`config.mk`:
```
export PLATFORM = sky130hd
export DESIGN_NAME = control_unit
export DESIGN_NICKNAME = d
export VERILOG_FILES = /design/src/rtl/control_pkg.sv /design/src/rtl/control_decode.sv /design/src/rtl/control_unit.sv
export SDC_FILE = /design/constraint.sdc
export NUM_CORES = 1
export LEC_CHECK = 0
export CAP_MARGIN = 20
export CORE_ASPECT_RATIO = 0.5
export CORE_MARGIN = 3
export CORE_UTILIZATION = 31
export DETAILED_ROUTE_END_ITERATION = 8
export PLACE_DENSITY = 0.63
export SLEW_MARGIN = 20
export SYNTH_ARGS = -nofsm -noshare
export SYNTH_HDL_FRONTEND = slang
export SYNTH_SLANG_ARGS = --single-unit
```
`constraint.sdc`:
```
create_clock -name Clock -period 3.15 [get_ports Clock]
set_input_delay 0.4725 -clock Clock [delete_from_list [all_inputs] [get_ports Clock]]
set_output_delay 0.4725 -clock Clock [all_outputs]
set_load 0.02 [all_outputs]
```
`src/rtl/control_pkg.sv`:
```
// ============================================================================
// control_pkg : opcodes, ALU ctrl codes, state encoding and strobe bundle
// Rev 1.0     : optional MULDIV_EN enables the mul/div sequences
// ============================================================================
`default_nettype none

package control_pkg;

    localparam logic [4:0] c_OP_LD   = 5'b00000;
    localparam logic [4:0] c_OP_LDI  = 5'b00001;
    localparam logic [4:0] c_OP_ST   = 5'b00010;
    localparam logic [4:0] c_OP_ADD  = 5'b00011;
    localparam logic [4:0] c_OP_SUB  = 5'b00100;
    localparam logic [4:0] c_OP_AND  = 5'b00101;
    localparam logic [4:0] c_OP_OR   = 5'b00110;
    localparam logic [4:0] c_OP_ROR  = 5'b00111;
    localparam logic [4:0] c_OP_ROL  = 5'b01000;
    localparam logic [4:0] c_OP_SHR  = 5'b01001;
    localparam logic [4:0] c_OP_SHRA = 5'b01010;
    localparam logic [4:0] c_OP_SHL  = 5'b01011;
    localparam logic [4:0] c_OP_ADDI = 5'b01100;
    localparam logic [4:0] c_OP_ANDI = 5'b01101;
    localparam logic [4:0] c_OP_ORI  = 5'b01110;
    localparam logic [4:0] c_OP_MUL  = 5'b01111;
    localparam logic [4:0] c_OP_DIV  = 5'b10000;
    localparam logic [4:0] c_OP_NEG  = 5'b10001;
    localparam logic [4:0] c_OP_NOT  = 5'b10010;
    localparam logic [4:0] c_OP_BR   = 5'b10011;
    localparam logic [4:0] c_OP_JR   = 5'b10100;
    localparam logic [4:0] c_OP_JAL  = 5'b10101;
    localparam logic [4:0] c_OP_IN   = 5'b10110;
    localparam logic [4:0] c_OP_OUT  = 5'b10111;
    localparam logic [4:0] c_OP_MFHI = 5'b11000;
    localparam logic [4:0] c_OP_MFLO = 5'b11001;
    localparam logic [4:0] c_OP_NOP  = 5'b11010;
    localparam logic [4:0] c_OP_HALT = 5'b11011;

    localparam logic [3:0] c_ALU_NONE = 4'd0;
    localparam logic [3:0] c_ALU_ADD  = 4'd2;
    localparam logic [3:0] c_ALU_SUB  = 4'd3;
    localparam logic [3:0] c_ALU_AND  = 4'd4;
    localparam logic [3:0] c_ALU_OR   = 4'd5;
    localparam logic [3:0] c_ALU_SHR  = 4'd6;
    localparam logic [3:0] c_ALU_SHRA = 4'd7;
    localparam logic [3:0] c_ALU_SHL  = 4'd8;
    localparam logic [3:0] c_ALU_ROR  = 4'd9;
    localparam logic [3:0] c_ALU_ROL  = 4'd10;
    localparam logic [3:0] c_ALU_MUL  = 4'd11;
    localparam logic [3:0] c_ALU_DIV  = 4'd12;
    localparam logic [3:0] c_ALU_NEG  = 4'd13;
    localparam logic [3:0] c_ALU_NOT  = 4'd14;

    // Tn is encoded as n+1 so the execute step number is state-1.
    typedef enum logic [3:0] {
        ST_RESET = 4'd0,
        ST_T0    = 4'd1,
        ST_T1    = 4'd2,
        ST_T2    = 4'd3,
        ST_T3    = 4'd4,
        ST_T4    = 4'd5,
        ST_T5    = 4'd6,
        ST_T6    = 4'd7,
        ST_T7    = 4'd8,
        ST_HALT  = 4'd9
    } state_t;

    typedef struct packed {
        logic pc_out;
        logic pc_in;
        logic inc_pc;
        logic mar_in;
        logic mdr_in;
        logic mdr_out;
        logic read;
        logic wren;
        logic ir_in;
        logic y_in;
        logic zlow_in;
        logic zhigh_in;
        logic zlow_out;
        logic zhigh_out;
        logic gra;
        logic grb;
        logic grc;
        logic r_in;
        logic r_out;
        logic ba_out;
        logic c_out;
        logic con_input;
        logic inport_out;
        logic outport_en;
        logic lo_in;
        logic lo_out;
        logic hi_in;
        logic hi_out;
    } strobes_t;

    // Final execute step (3..7) of an opcode; 0 means the fetch alone completes it.
    function automatic logic [2:0] last_step(input logic [4:0] op);
        case (op)
            c_OP_LD, c_OP_ST:                                   last_step = 3'd7;
            c_OP_BR:                                            last_step = 3'd6;
            c_OP_LDI, c_OP_ADD, c_OP_SUB, c_OP_AND, c_OP_OR,
            c_OP_ROR, c_OP_ROL, c_OP_SHR, c_OP_SHRA, c_OP_SHL,
            c_OP_ADDI, c_OP_ANDI, c_OP_ORI:                     last_step = 3'd5;
            c_OP_NEG, c_OP_NOT, c_OP_JAL:                       last_step = 3'd4;
            c_OP_JR, c_OP_IN, c_OP_OUT, c_OP_MFHI, c_OP_MFLO:   last_step = 3'd3;
`ifdef MULDIV_EN
            c_OP_MUL, c_OP_DIV:                                 last_step = 3'd6;
`endif
            default:                                            last_step = 3'd0;
        endcase
    endfunction

    function automatic logic [3:0] alu_code(input logic [4:0] op);
        case (op)
            c_OP_SUB:              alu_code = c_ALU_SUB;
            c_OP_AND, c_OP_ANDI:   alu_code = c_ALU_AND;
            c_OP_OR,  c_OP_ORI:    alu_code = c_ALU_OR;
            c_OP_SHR:              alu_code = c_ALU_SHR;
            c_OP_SHRA:             alu_code = c_ALU_SHRA;
            c_OP_SHL:              alu_code = c_ALU_SHL;
            c_OP_ROR:              alu_code = c_ALU_ROR;
            c_OP_ROL:              alu_code = c_ALU_ROL;
            c_OP_MUL:              alu_code = c_ALU_MUL;
            c_OP_DIV:              alu_code = c_ALU_DIV;
            c_OP_NEG:              alu_code = c_ALU_NEG;
            c_OP_NOT:              alu_code = c_ALU_NOT;
            default:               alu_code = c_ALU_ADD;
        endcase
    endfunction

endpackage

`default_nettype wire

```
`src/rtl/control_decode.sv`:
```
// ============================================================================
// control_decode : combinational state + opcode -> strobe and ALU ctrl decode
// Rev 1.0        : mul/div sequences present only with MULDIV_EN
// ============================================================================
`default_nettype none

module control_decode
    import control_pkg::*;
(
    input  state_t       i_state,
    input  logic [4:0]   i_opcode,
    input  logic         i_con,
    input  logic         i_stop,
    output strobes_t     o_strb,
    output logic [3:0]   o_ctrl
);

    always_comb begin
        o_strb = '0;
        o_ctrl = c_ALU_NONE;
        case (i_state)
            ST_T0: begin
                if (!i_stop) begin
                    o_strb.pc_out  = 1'b1;
                    o_strb.mar_in  = 1'b1;
                    o_strb.inc_pc  = 1'b1;
                    o_strb.zlow_in = 1'b1;
                end
            end
            ST_T1: begin
                o_strb.read     = 1'b1;
                o_strb.mdr_in   = 1'b1;
                o_strb.zlow_out = 1'b1;
                o_strb.pc_in    = 1'b1;
            end
            ST_T2: begin
                o_strb.mdr_out = 1'b1;
                o_strb.ir_in   = 1'b1;
            end
            ST_T3, ST_T4, ST_T5, ST_T6, ST_T7: begin
                case (i_opcode)
                    c_OP_ADD, c_OP_SUB, c_OP_AND, c_OP_OR, c_OP_ROR, c_OP_ROL,
                    c_OP_SHR, c_OP_SHRA, c_OP_SHL, c_OP_ADDI, c_OP_ANDI, c_OP_ORI: begin
                        if (i_state == ST_T3) begin
                            o_strb.grb   = 1'b1;
                            o_strb.r_out = 1'b1;
                            o_strb.y_in  = 1'b1;
                        end else if (i_state == ST_T4) begin
                            if (i_opcode inside {c_OP_ADDI, c_OP_ANDI, c_OP_ORI}) begin
                                o_strb.c_out = 1'b1;
                            end else begin
                                o_strb.grc   = 1'b1;
                                o_strb.r_out = 1'b1;
                            end
                            o_strb.zlow_in = 1'b1;
                            o_ctrl         = alu_code(i_opcode);
                        end else if (i_state == ST_T5) begin
                            o_strb.zlow_out = 1'b1;
                            o_strb.gra      = 1'b1;
                            o_strb.r_in     = 1'b1;
                        end
                    end
                    c_OP_NEG, c_OP_NOT: begin
                        if (i_state == ST_T3) begin
                            o_strb.grb     = 1'b1;
                            o_strb.r_out   = 1'b1;
                            o_strb.zlow_in = 1'b1;
                            o_ctrl         = alu_code(i_opcode);
                        end else if (i_state == ST_T4) begin
                            o_strb.zlow_out = 1'b1;
                            o_strb.gra      = 1'b1;
                            o_strb.r_in     = 1'b1;
                        end
                    end
                    // ld/ldi/st share the effective-address computation in T3-T5
                    c_OP_LD, c_OP_LDI, c_OP_ST: begin
                        if (i_state == ST_T3) begin
                            o_strb.grb    = 1'b1;
                            o_strb.ba_out = 1'b1;
                            o_strb.y_in   = 1'b1;
                        end else if (i_state == ST_T4) begin
                            o_strb.c_out   = 1'b1;
                            o_strb.zlow_in = 1'b1;
                            o_ctrl         = c_ALU_ADD;
                        end else if (i_state == ST_T5) begin
                            o_strb.zlow_out = 1'b1;
                            if (i_opcode == c_OP_LDI) begin
                                o_strb.gra  = 1'b1;
                                o_strb.r_in = 1'b1;
                            end else begin
                                o_strb.mar_in = 1'b1;
                            end
                        end else if (i_state == ST_T6) begin
                            o_strb.mdr_in = 1'b1;
                            if (i_opcode == c_OP_ST) begin
                                o_strb.gra   = 1'b1;
                                o_strb.r_out = 1'b1;
                            end else begin
                                o_strb.read  = 1'b1;
                            end
                        end else if (i_opcode == c_OP_ST) begin
                            o_strb.wren = 1'b1;
                        end else begin
                            o_strb.mdr_out = 1'b1;
                            o_strb.gra     = 1'b1;
                            o_strb.r_in    = 1'b1;
                        end
                    end
                    c_OP_BR: begin
                        if (i_state == ST_T3) begin
                            o_strb.gra       = 1'b1;
                            o_strb.r_out     = 1'b1;
                            o_strb.con_input = 1'b1;
                        end else if (i_state == ST_T4) begin
                            o_strb.pc_out = 1'b1;
                            o_strb.y_in   = 1'b1;
                        end else if (i_state == ST_T5) begin
                            o_strb.c_out   = 1'b1;
                            o_strb.zlow_in = 1'b1;
                            o_ctrl         = c_ALU_ADD;
                        end else if (i_state == ST_T6) begin
                            o_strb.zlow_out = 1'b1;
                            o_strb.pc_in    = i_con;
                        end
                    end
                    c_OP_JR: begin
                        o_strb.gra   = 1'b1;
                        o_strb.r_out = 1'b1;
                        o_strb.pc_in = 1'b1;
                    end
                    c_OP_JAL: begin
                        if (i_state == ST_T3) begin
                            o_strb.pc_out = 1'b1;
                            o_strb.grb    = 1'b1;
                            o_strb.r_in   = 1'b1;
                        end else begin
                            o_strb.gra   = 1'b1;
                            o_strb.r_out = 1'b1;
                            o_strb.pc_in = 1'b1;
                        end
                    end
                    c_OP_MFHI, c_OP_MFLO, c_OP_IN: begin
                        o_strb.hi_out     = (i_opcode == c_OP_MFHI);
                        o_strb.lo_out     = (i_opcode == c_OP_MFLO);
                        o_strb.inport_out = (i_opcode == c_OP_IN);
                        o_strb.gra        = 1'b1;
                        o_strb.r_in       = 1'b1;
                    end
                    c_OP_OUT: begin
                        o_strb.gra        = 1'b1;
                        o_strb.r_out      = 1'b1;
                        o_strb.outport_en = 1'b1;
                    end
`ifdef MULDIV_EN
                    c_OP_MUL, c_OP_DIV: begin
                        if (i_state == ST_T3) begin
                            o_strb.gra   = 1'b1;
                            o_strb.r_out = 1'b1;
                            o_strb.y_in  = 1'b1;
                        end else if (i_state == ST_T4) begin
                            o_strb.grb      = 1'b1;
                            o_strb.r_out    = 1'b1;
                            o_strb.zlow_in  = 1'b1;
                            o_strb.zhigh_in = 1'b1;
                            o_ctrl          = alu_code(i_opcode);
                        end else if (i_state == ST_T5) begin
                            o_strb.zlow_out = 1'b1;
                            o_strb.lo_in    = 1'b1;
                        end else if (i_state == ST_T6) begin
                            o_strb.zhigh_out = 1'b1;
                            o_strb.hi_in     = 1'b1;
                        end
                    end
`endif
                    default: ;
                endcase
            end
            default: ;
        endcase
    end

endmodule

`default_nettype wire

```
`src/rtl/control_unit.sv`:
```
// ============================================================================
// control_unit : hardwired T-state sequencer; define MULDIV_EN for mul/div
// Rev 1.0      : initial release
// ============================================================================
`default_nettype none

module control_unit
    import control_pkg::*;
(
    input  logic        Clock,
    input  logic        Clear,
    input  logic [31:0] IR,
    input  logic        conOut,
    input  logic        Stop,
    output logic        Run,
    output logic        PCout,
    output logic        PCin,
    output logic        IncPC,
    output logic        MARin,
    output logic        MDRin,
    output logic        MDRout,
    output logic        Read,
    output logic        wren,
    output logic        IRin,
    output logic        Yin,
    output logic        Zlowin,
    output logic        Zhighin,
    output logic        Zlowout,
    output logic        Zhighout,
    output logic        Gra,
    output logic        Grb,
    output logic        Grc,
    output logic        Rin,
    output logic        Rout,
    output logic        BAout,
    output logic        Cout,
    output logic        conInput,
    output logic        InPortout,
    output logic        outPortEnable,
    output logic        LOin,
    output logic        LOout,
    output logic        HIin,
    output logic        HIout,
    output logic [3:0]  ctrl
);

    state_t     r_state;
    state_t     w_next;
    logic [4:0] w_opcode;
    logic [2:0] w_last;
    logic [3:0] w_step;
    strobes_t   w_strb;
    logic       w_unused_ir;

    assign w_opcode    = IR[31:27];
    assign w_unused_ir = ^IR[26:0];
    assign w_last      = last_step(w_opcode);
    assign w_step      = r_state - 4'd1;

    always_ff @(posedge Clock or negedge Clear) begin
        if (!Clear) begin
            r_state <= ST_RESET;
        end else begin
            r_state <= w_next;
        end
    end

    always_comb begin
        w_next = r_state;
        case (r_state)
            ST_RESET: w_next = ST_T0;
            ST_T0:    w_next = Stop ? ST_T0 : ST_T1;
            ST_T1:    w_next = ST_T2;
            ST_T2: begin
                if (w_opcode == c_OP_HALT) begin
                    w_next = ST_HALT;
                end else if (w_last == 3'd0) begin
                    w_next = ST_T0;
                end else begin
                    w_next = ST_T3;
                end
            end
            ST_T3, ST_T4, ST_T5, ST_T6, ST_T7: begin
                // Returning straight to T0 after the final step leaves no idle cycle.
                if (w_step == {1'b0, w_last}) begin
                    w_next = ST_T0;
                end else begin
                    w_next = state_t'(r_state + 4'd1);
                end
            end
            ST_HALT:  w_next = ST_HALT;
            default:  w_next = ST_RESET;
        endcase
    end

    control_decode u_decode (
        .i_state  (r_state),
        .i_opcode (w_opcode),
        .i_con    (conOut),
        .i_stop   (Stop),
        .o_strb   (w_strb),
        .o_ctrl   (ctrl)
    );

    assign Run           = (r_state != ST_RESET) && (r_state != ST_HALT);
    assign PCout         = w_strb.pc_out;
    assign PCin          = w_strb.pc_in;
    assign IncPC         = w_strb.inc_pc;
    assign MARin         = w_strb.mar_in;
    assign MDRin         = w_strb.mdr_in;
    assign MDRout        = w_strb.mdr_out;
    assign Read          = w_strb.read;
    assign wren          = w_strb.wren;
    assign IRin          = w_strb.ir_in;
    assign Yin           = w_strb.y_in;
    assign Zlowin        = w_strb.zlow_in;
    assign Zlowout       = w_strb.zlow_out;
    assign Gra           = w_strb.gra;
    assign Grb           = w_strb.grb;
    assign Grc           = w_strb.grc;
    assign Rin           = w_strb.r_in;
    assign Rout          = w_strb.r_out;
    assign BAout         = w_strb.ba_out;
    assign Cout          = w_strb.c_out;
    assign conInput      = w_strb.con_input;
    assign InPortout     = w_strb.inport_out;
    assign outPortEnable = w_strb.outport_en;
    assign LOout         = w_strb.lo_out;
    assign HIout         = w_strb.hi_out;

`ifdef MULDIV_EN
    assign Zhighin  = w_strb.zhigh_in;
    assign Zhighout = w_strb.zhigh_out;
    assign LOin     = w_strb.lo_in;
    assign HIin     = w_strb.hi_in;
`else
    logic w_unused_md;
    assign w_unused_md = ^{w_strb.zhigh_in, w_strb.zhigh_out, w_strb.lo_in, w_strb.hi_in};
    assign Zhighin  = 1'b0;
    assign Zhighout = 1'b0;
    assign LOin     = 1'b0;
    assign HIin     = 1'b0;
`endif

endmodule

`default_nettype wire

```
==> results of run 1 <==
-- layer usage --
metal	share of wire, %	wire length, um	track usage (%)	vias to the layer above
li1	-	-	-	949
met1	50	2460	24.0	909
met2	45	2210	26.1	66
met3	4.3	209	0.463	2
met4	0.31	15	2.24	0
met5	0	0	0	-
-- through the flow --
stage | hold WS [ps] | worst slack (ps) | power [uW] | cells | area [um2]
floorplan | 177 | 503 | 552 | 232 | 1540
global placement | 668 | -295 | 792 | 350 | 2130
detailed placement | 672 | -318 | 805 | 350 | 2130
CTS | 470 | -53.1 | 909 | 353 | 2170
global route | 492 | 0.899 | 992 | 357 | 2230
finish | 467 | 74.2 | 924 | 357 | 2230
-- power breakdown --
| group | internal, uW | switching [uW] | leakage [uW] |
|---|---|---|---|
| Combinational | 320 | 414 | 0.000937 |
| Clock | 81.6 | 28.0 | 0.0000216 |
| Sequential | 66.4 | 14.8 | 0.0000521 |
| Total | 468 | 456 | 0.00101 |
-- worst max-delay path: stages (launching register included) --
cell,delay (ps)
dfrtp_1,340
buf_4,160
ha_1,340
nor3_1,80
a2bb2oi_1,170
buf_4,180
inv_1,130
nand4_1,130
o21ai_0,210
clkdlybuf4s50_1,640
-- cells in the mapped netlist (all sizes together) (2+ instances only) --
cell type	instances	area share, %
dfrtp	4	6.5
o41ai	2	1.6
a31oi	7	2.9
xnor2	3	1.7
nor2	22	5.4
xor2	3	1.7
a211oi	2	1.3
and2	3	1.2
nor2b	4	1.6
a22oi	2	0.98
a21o	3	1.5
a21oi	15	4.9
inv	11	2.7
and3	3	1.2
o21ai	16	5.2
o22a	2	1.2
buf	19	8.7
clkbuf	5	1.2
o21bai	2	0.98
a211o	3	1.7
or2	2	0.82
nand2	15	3.7
o211ai	2	0.98
nor3	9	3.7
o221a	2	1.5
ha	10	8.2
mux2i	3	2.0
nor4	3	1.2
nand2b	10	4.1
nor3b	4	2.0
nand3b	7	3.4
o22ai	5	2.0
nand3	9	2.9
-- cells by family after synthesis --
family,count (synthesis),share of synthesized area [%]
compound gates,73,32.5
simple gates,97,34.5
mux,3,1.96
xor+xnor,6,3.44
other cells,1,0.245
fa+ha+maj,10,8.18
flops,4,6.55
buf+inv,35,12.6
-- final cells by class --
class	count	area (um2)
Fill cell	465	2350
Multi-Input combinational cell	193	1290
Timing Repair Buffer	80	669
Sequential cell	4	100
Tap cell	66	82.6
Clock buffer	3	41.3
Inverter	11	41.3
-- final timing paths --
check / startpoint / to / slack [ps] / cells past startpoint
max: r_state[0] / Read / 70 / 9
min: Clear / r_state[2] / 470 / 1
max reg2reg: r_state[1] / r_state[3] / 970 / 8
min reg2reg: r_state[0] / r_state[0] / 690 / 2
max in group asynchronous: Clear / r_state[0] / 2500 / 1
min in group Clock: r_state[0] / r_state[0] / 690 / 2
-- placed cells by master (no fill, tap or decap), drive strengths merged, types with 2 or more instances in the layout --
cell           synthesis  routed
clkdlybuf4s15          0       4
o22ai                  5       5
o22a                   2       2
a21oi                 15      15
o221a                  2       2
a21o                   3       3
mux2i                  3       3
nand3                  9       9
buf                   19      47
nor3b                  4       4
clkdlybuf4s50          0      17
o211ai                 2       2
nand2b                10      10
nor2                  22      22
o21bai                 2       2
dfrtp                  4       4
nor3                   9       9
dlymetal6s2s           0       5
and3                   3       3
ha                    10      10
nor2b                  4       4
a211o                  3       3
conb                   1       4
a22oi                  2       2
dlygate4sd2            0       4
clkbuf                 5       6
nor4                   3       3
a211oi                 2       2
a31oi                  7       7
and2                   3       3
or2                    2       2
nand3b                 7       7
xor2                   3       3
inv                   11      11
xnor2                  3       3
o21ai                 16      16
nand2                 15      15
o41ai                  2       2
-- repair_timing --
action	in CTS	in global routing
pin swaps	0	5
buffers inserted	0	4
endpoints found under the hold margin	0	0
setup endpoints to repair	15	19
gates resized for setup	32	26
==> impl_metrics.ini, run 1 <==
[synth]
async_flop_share_pct = 100
postSynthCellCount = 229
yosysSeqAreaShare_pct = 6.55
ys_types = 58
syn-mean-instance-area_um2 = 6.68
synthFlopType = dfrtp_1
ys_warn_count = 0
synth_area_um2 = 1530
synth_edf_count = 0
ys_seq_elements = 4

[floorplan]
placementRows = 17
die_height_um = 55.7
core_area_um2 = 4570
die_w_um = 105
start_util_pct = 33.4
dieArea_um2 = 5860
pin_count = 69

[detailed_routing]
initialDrtViolationCount = 143
viasPerCell = 5.39
ant_nets = 0
finalWirelength_mm = 4.89
vias = 1926
drc_errors = 0
first_pass_iters = 5
wl_per_cell_um = 13.7

[final_layout]
postLayoutCoreUtil_pct = 48.7
regMostFlops = r_state
layout-drive-gt1-share_pct = 25.1
nets = 339
syn_to_final_growth_pct = 45.6
antenna_cells = 0
reg_top3 = r_state x4
largest_reg_flops = 4

[cts]
cts_tree = yes
cts_made_buffers = 3
path_clk_slew_ps = 30
clock-sinks = 4
cts_root_buf = clkbuf_8
insertion_delay_ps = 220
hold_buffers = 0
htree_levels = 1
cts_buffer_depth = 2

[timing]
setup_viol = 0
tightestPinTransition_ps = 522
rsz0062_at_grt = false
timing.final.crit_period_ps = 3080
final-hold-violation-count = 0
worst_clock_skew_ps = 2.50
fmax_ghz = 0.325
slew_viol_final = 0
max_slew_margin_pct = 64.8
period_share_pct = 97.6
finalSetupTns_ps = 0

[placement]
dp_hpwl_mm = 3.88
portBuffers = 37
gp_congestion = 0.980

[grt]
grt_pass1_vias = 1709
antenna_found_initial = 0
grt_overflow_total = 0
grt_max_degree = 16
gr-usage-all-layers_pct = 16.0
grt_pass1_wl_mm = 8.11

[critical_path]
crit_type = register to primary output
critPathLaunchType = register
cp.required_ps = 2680
cp-end-kind = primary output
path_max_fanout = 11
worst_ep_arrival_time_ps = 2600

[status]
status = completed

[pwr]
p_leak_uw = 0.00101
power_density_nw_per_um2 = 415
peakVddDrop_uv = 192

[flow_run]
drv_cap = 0

[worst_hold_path]
holdCritPathClass = primary input to async pin
(Power assumes the default switching activity.)
==> run 2: changes to the inputs <==
- CORE_UTILIZATION: 31 -> 43
- PLACE_DENSITY: 0.63 -> 0.82
==> run 2 against run 1 <==
Compared with the run above:
- register-to-register slack lost 20 ps
- first-iteration DRC count shrank 10%
- global-route usage grew 5.7 points
- fmax grew 0.62%
- critical endpoint is now conInput
- largest power group unchanged
- critical path type is now primary input to primary output
- highest routed layer unchanged
- sequential cell count is the same
- sequential power grew 4.7%
==> impl_metrics.ini, run 2 (synthesis gave the netlist of run 1 again) <==
[status]
status = completed

[timing]
setup_viol = 0
worst_clock_skew_ps = 5.05
hold_slack_ps = 474
tightestPinTransition_ps = 545
fmax_ghz = 0.327
slew_viol_final = 0
timing.final.crit_period_ps = 3060
final-hold-violation-count = 0
max_slew_margin_pct = 63.3
period_share_pct = 97.0

[pwr]
peakVddDrop_uv = 194
p_sw_uw = 457
p_comb_share_pct = 78.5
internal_power_uw = 450
sw_frac_of_total_pct = 50.4
clockPowerShare_pct = 12.2
p_seq_share_pct = 9.4
p_leak_uw = 0.000957
power_uw = 907
power_density_nw_per_um2 = 431

[floorplan]
die_height_um = 48.2
die_w_um = 90.3
dieArea_um2 = 4350
core_area_um2 = 3190
start_util_pct = 48.0
placementRows = 14
pin_count = 69

[critical_path]
cp-end-kind = primary output
ff2ff_setup_slack_ps = 950
crit_chain = clkdlybuf4s50_1 -> buf_4 -> ha_1 -> buf_4 -> nand3_1 -> buf_4 -> buf_4 -> nor2_1 -> clkdlybuf4s50_1
cp.required_ps = 2680
cpMostUsedCell = buf_4
cp_slowest_cell = clkdlybuf4s50_1
reg2reg_to = r_state[0]
r2r-start = r_state[0]
path_max_fanout = 7
worst_ep_arrival_time_ps = 2580
crit_type = primary input to primary output
critPathLaunchType = primary input
rr_worst_depth = 7
cpPeakStageDelay_ps = 620

[cts]
cts_root_buf = clkbuf_8
cts_tree = yes
hold_buffers = 0
clock-sinks = 4
htree_levels = 1
insertion_delay_ps = 220
cts_buffer_depth = 2
path_clk_slew_ps = 30
cts_made_buffers = 3

[final_layout]
postLayoutCoreUtil_pct = 66.1
syn_to_final_growth_pct = 37.7
largest_reg_flops = 4
reg_top3 = r_state x4
nets = 334
final_common_cell = buf_4
layout_common_cells = 38 x buf_4, 22 x nor2_1, 16 x clkdlybuf4s50_1
regMostFlops = r_state
layout-drive-gt1-share_pct = 23.4
fillers = 298
antenna_cells = 0

[grt]
gr-usage-all-layers_pct = 21.8
grt_pass1_vias = 1597
antenna_found_initial = 0
grt_max_degree = 16
grt_overflow_total = 0
grt_pass1_wl_mm = 7.53

[worst_hold_path]
holdCritPathClass = primary input to async pin

[detailed_routing]
vias = 1895
ant_nets = 0
viasPerCell = 5.67
wl_per_cell_um = 14.9
first_pass_iters = 5
initialDrtViolationCount = 128
drc_errors = 0
finalWirelength_mm = 4.99

[placement]
dp_hpwl_mm = 3.88
portBuffers = 37
gp_congestion = 0.931

[flow_run]
drv_cap = 0
==> run 2: cell types whose count changed in the layout (fill, tap and decap cells not counted), moves of 2 or more <==
cell	previous run	this run
buf_4	43	38
dlymetal6s2s_1	5	3
ha_1	7	10
clkbuf_2	3	10
ha_2	3	0
clkdlybuf4s15_2	3	0
==> run 2: cell type report <==
type / count / area [um2] / share of cell area, %
well taps: 48 / 60.1 / 2.85
repair buffers: 75 / 592 / 28.1
flip-flops and latches: 4 / 100 / 4.75
multi-input cells: 193 / 1270 / 60.4
clock buffers: 3 / 41.3 / 1.96
inverters: 11 / 41.3 / 1.96
==> run 2: worst max path at each step <==
stage                to    from  cells past startpoint  slack [ps]
4_1_cts             Rin  IR[27]                      9         -50
3_3_place_gp        Rin  IR[27]                      9        -280
3_5_place_dp        Rin  IR[27]                      9        -300
5_1_grt             Grb  IR[28]                     10         -10
6_report       conInput  IR[27]                      9          90
2_1_floorplan       Rin  IR[28]                      8         500
==> run 2: metal layers <==
metal,wire length [um],up-vias,track usage [%]
li1,-,941,-
met1,2420,881,31.3
met2,2230,69,34.9
met3,300,4,1.85
met4,41,0,8.51
met5,0,-,0
==> run 2: per-stage QoR <==
step                      setup slack, ps  area, um2  std cells  TNS (ps)
final                                93.2       2110        334         0
after global routing                -10.5       2110        334     -10.5
after CTS                           -54.2       2130        332     -54.2
after detailed placement             -303       2090        329     -3520
after global placement               -278       2090        329     -3040
after floorplan                       503       1540        232         0
==> run 2: power groups by stage <==
stage / registers (uW) / clock network (uW) / logic (uW)
after global routing: 87.0 / 116 / 765
after CTS: 84.2 / 113 / 706
final: 85.0 / 110 / 712
after global placement: 82.8 / 0 / 699
after floorplan: 84.8 / 0 / 467
after detailed placement: 83.5 / 0 / 718
==> run 2: critical path, delay by kind of cell <==
family | cells | cell delay, ps
adders and majority gates | 1 | 170
and+or+nand+nor | 2 | 230
buffers and inverters | 6 | 1710
==> run 2: repair_timing <==
| action | in CTS | in global routing |
|---|---|---|
| setup buffers | 0 | 2 |
| endpoints found under the setup margin | 17 | 16 |
| gates resized for setup | 37 | 22 |
| pin swaps | 2 | 2 |
==> run 3: changes to the inputs <==
- CELL_PAD_IN_SITES_DETAIL_PLACEMENT: not set -> 2
- CELL_PAD_IN_SITES_GLOBAL_PLACEMENT: not set -> 2
- CORE_UTILIZATION: 43 -> 21
- CTS_CLUSTER_SIZE: not set -> 12
- PLACE_DENSITY: 0.82 -> 0.8
==> run 3 against run 2 <==
Compared with the run above:
- utilization fell by 32 points
- clock skew is 4.7 ps lower
- via count increased by 7.9%
- die area rose by 93%
- worst hold slack worse by 23 ps
- global-route usage is 4.4 points lower
- worst setup slack worse by 51 ps
- critical path depth up 1
- clock power up 80%
- sequential cell count stayed put
- critical endpoint is now Zlowout
==> impl_metrics.ini, run 3 (synthesis gave the netlist of run 1 again) <==
[status]
status = completed

[pwr]
power_density_nw_per_um2 = 466
p_sw_uw = 518
p_leak_uw = 0.00102
p_comb_share_pct = 73.9
p_seq_share_pct = 7.6
peakVddDrop_uv = 206
sw_frac_of_total_pct = 48.1
internal_power_uw = 559
clockPowerShare_pct = 18.4

[timing]
max_slew_margin_pct = 63.6
setup_viol = 0
tightestPinTransition_ps = 540
period_share_pct = 98.7
fmax_ghz = 0.322
final-hold-violation-count = 0
worst_clock_skew_ps = 0.335
hold_slack_ps = 452
slew_viol_final = 0
timing.final.crit_period_ps = 3110

[critical_path]
reg2reg_to = r_state[2]
worst_ep_arrival_time_ps = 2640
crit_type = primary input to primary output
ff2ff_setup_slack_ps = 810
critPathLaunchType = primary input
rr_worst_depth = 8
path_max_fanout = 4
cp-startpoint = IR[28]
cp.required_ps = 2680
r2r-start = r_state[1]
cp-end-kind = primary output

[final_layout]
layout_common_cells = 47 x buf_4, 22 x nor2_1, 16 x clkdlybuf4s50_1
design_area_um2 = 2310
syn_to_final_growth_pct = 51.1
largest_reg_flops = 4
layout-drive-gt1-share_pct = 27.0
nets = 344
antenna_cells = 0
regMostFlops = r_state
final_cells = 388
final_common_cell = buf_4
reg_top3 = r_state x4

[grt]
grt_busiest_layer = met2
grt_util_met3_pct = 1.05
antenna_found_initial = 0
grt_max_degree = 15
grt_overflow_total = 0
gr-usage-all-layers_pct = 17.4
grtUsageMet1_pct = 21.6
grtUsageMet2_pct = 33.2
grt_pass1_wl_mm = 11.8
grt_pass1_vias = 2224

[cts]
cts_tree = yes
cts_root_buf = clkbuf_16
cts_buffer_depth = 2
clock-sinks = 4
insertion_delay_ps = 220
htree_levels = 1
cts_made_buffers = 3
path_clk_slew_ps = 30

[detailed_routing]
wl_per_cell_um = 18.6
drc_errors = 0
viasPerCell = 5.27
initialDrtViolationCount = 121
vias = 2044
first_pass_iters = 4
finalWirelength_mm = 7.23
ant_nets = 0

[flow_run]
drv_cap = 0

[floorplan]
die_w_um = 127
start_util_pct = 22.3
core_area_um2 = 6860
pin_count = 69
placementRows = 21
die_height_um = 66.3
dieArea_um2 = 8400

[worst_hold_path]
holdCritPathClass = primary input to async pin

[placement]
gp_congestion = 0.904
dp_hpwl_mm = 5.64
portBuffers = 37
dpl_cell_area_um2 = 2210
dp.cells = 382
==> run 3: cell count changes in the layout (fill, tap and decap cells not counted), sizes merged <==
cell / change
buf: +14
clkbuf: -8
dlygate4sd2: +1
clkdlybuf4s15: +3
==> run 3: stage by stage <==
step | utilization (%) | power, uW | setup TNS (ps) | setup WS, ps
6_report | 33.7 | 1080 | 0 | 42.1
5_1_grt | 33.7 | 1160 | -53.9 | -37.3
4_1_cts | 33.7 | 1070 | -300 | -91.4
3_5_place_dp | 32.3 | 861 | -4530 | -387
3_3_place_gp | 32.3 | 815 | -3250 | -308
2_1_floorplan | - | 552 | 0 | 503
==> run 3: layer usage <==
metal / routed length [um] / share of wire [%] / vias to the layer above
met3: 209 / 2.9 / 9
met5: 0 / 0 / -
li1: - / - / 961
met2: 3730 / 52 / 44
met4: 82 / 1.1 / 0
met1: 3210 / 44 / 1030
==> run 3: how the worst max path moves through the flow <==
stage                     cells after the start      end  slack [ps]
final                                        10  Zlowout          40
after CTS                                     9      Rin         -90
after global placement                        9      Rin        -310
after floorplan                               8      Rin         500
after detailed placement                      9      Rin        -390
after global routing                         10  Zlowout         -40
==> run 3: cell type report <==
class	count	area (um2)
well taps	92	115
repair buffers	85	693
inverters	11	41.3
multi-input cells	193	1280
fillers	811	4550
flip-flops and latches	4	100
clock buffers	3	75.1
==> run 3: critical path, stage by stage <==
cell             delay (ps)
clkdlybuf4s50_1         420
buf_4                   150
ha_1                    210
or3_1                   420
buf_4                   180
nand2_2                 100
buf_4                   120
and3_1                  180
o21ai_0                 100
clkdlybuf4s15_2         270
==> run 3: timing repair <==
action | 4_1_cts | 5_1_grt
endpoints found under the setup margin | 20 | 21
setup buffers | 2 | 1
cloned | 0 | 0
hold buffers | 0 | 0
gates resized for setup | 47 | 19
pin swaps | 1 | 4
==> run 3: power by group through the flow <==
stage	logic (uW)	registers, uW	clock network (uW)
floorplan	467	84.8	0
global placement	736	79.3	0
finish	796	82.3	198
detailed placement	779	82.0	0
global route	866	85.3	206
CTS	792	81.9	200
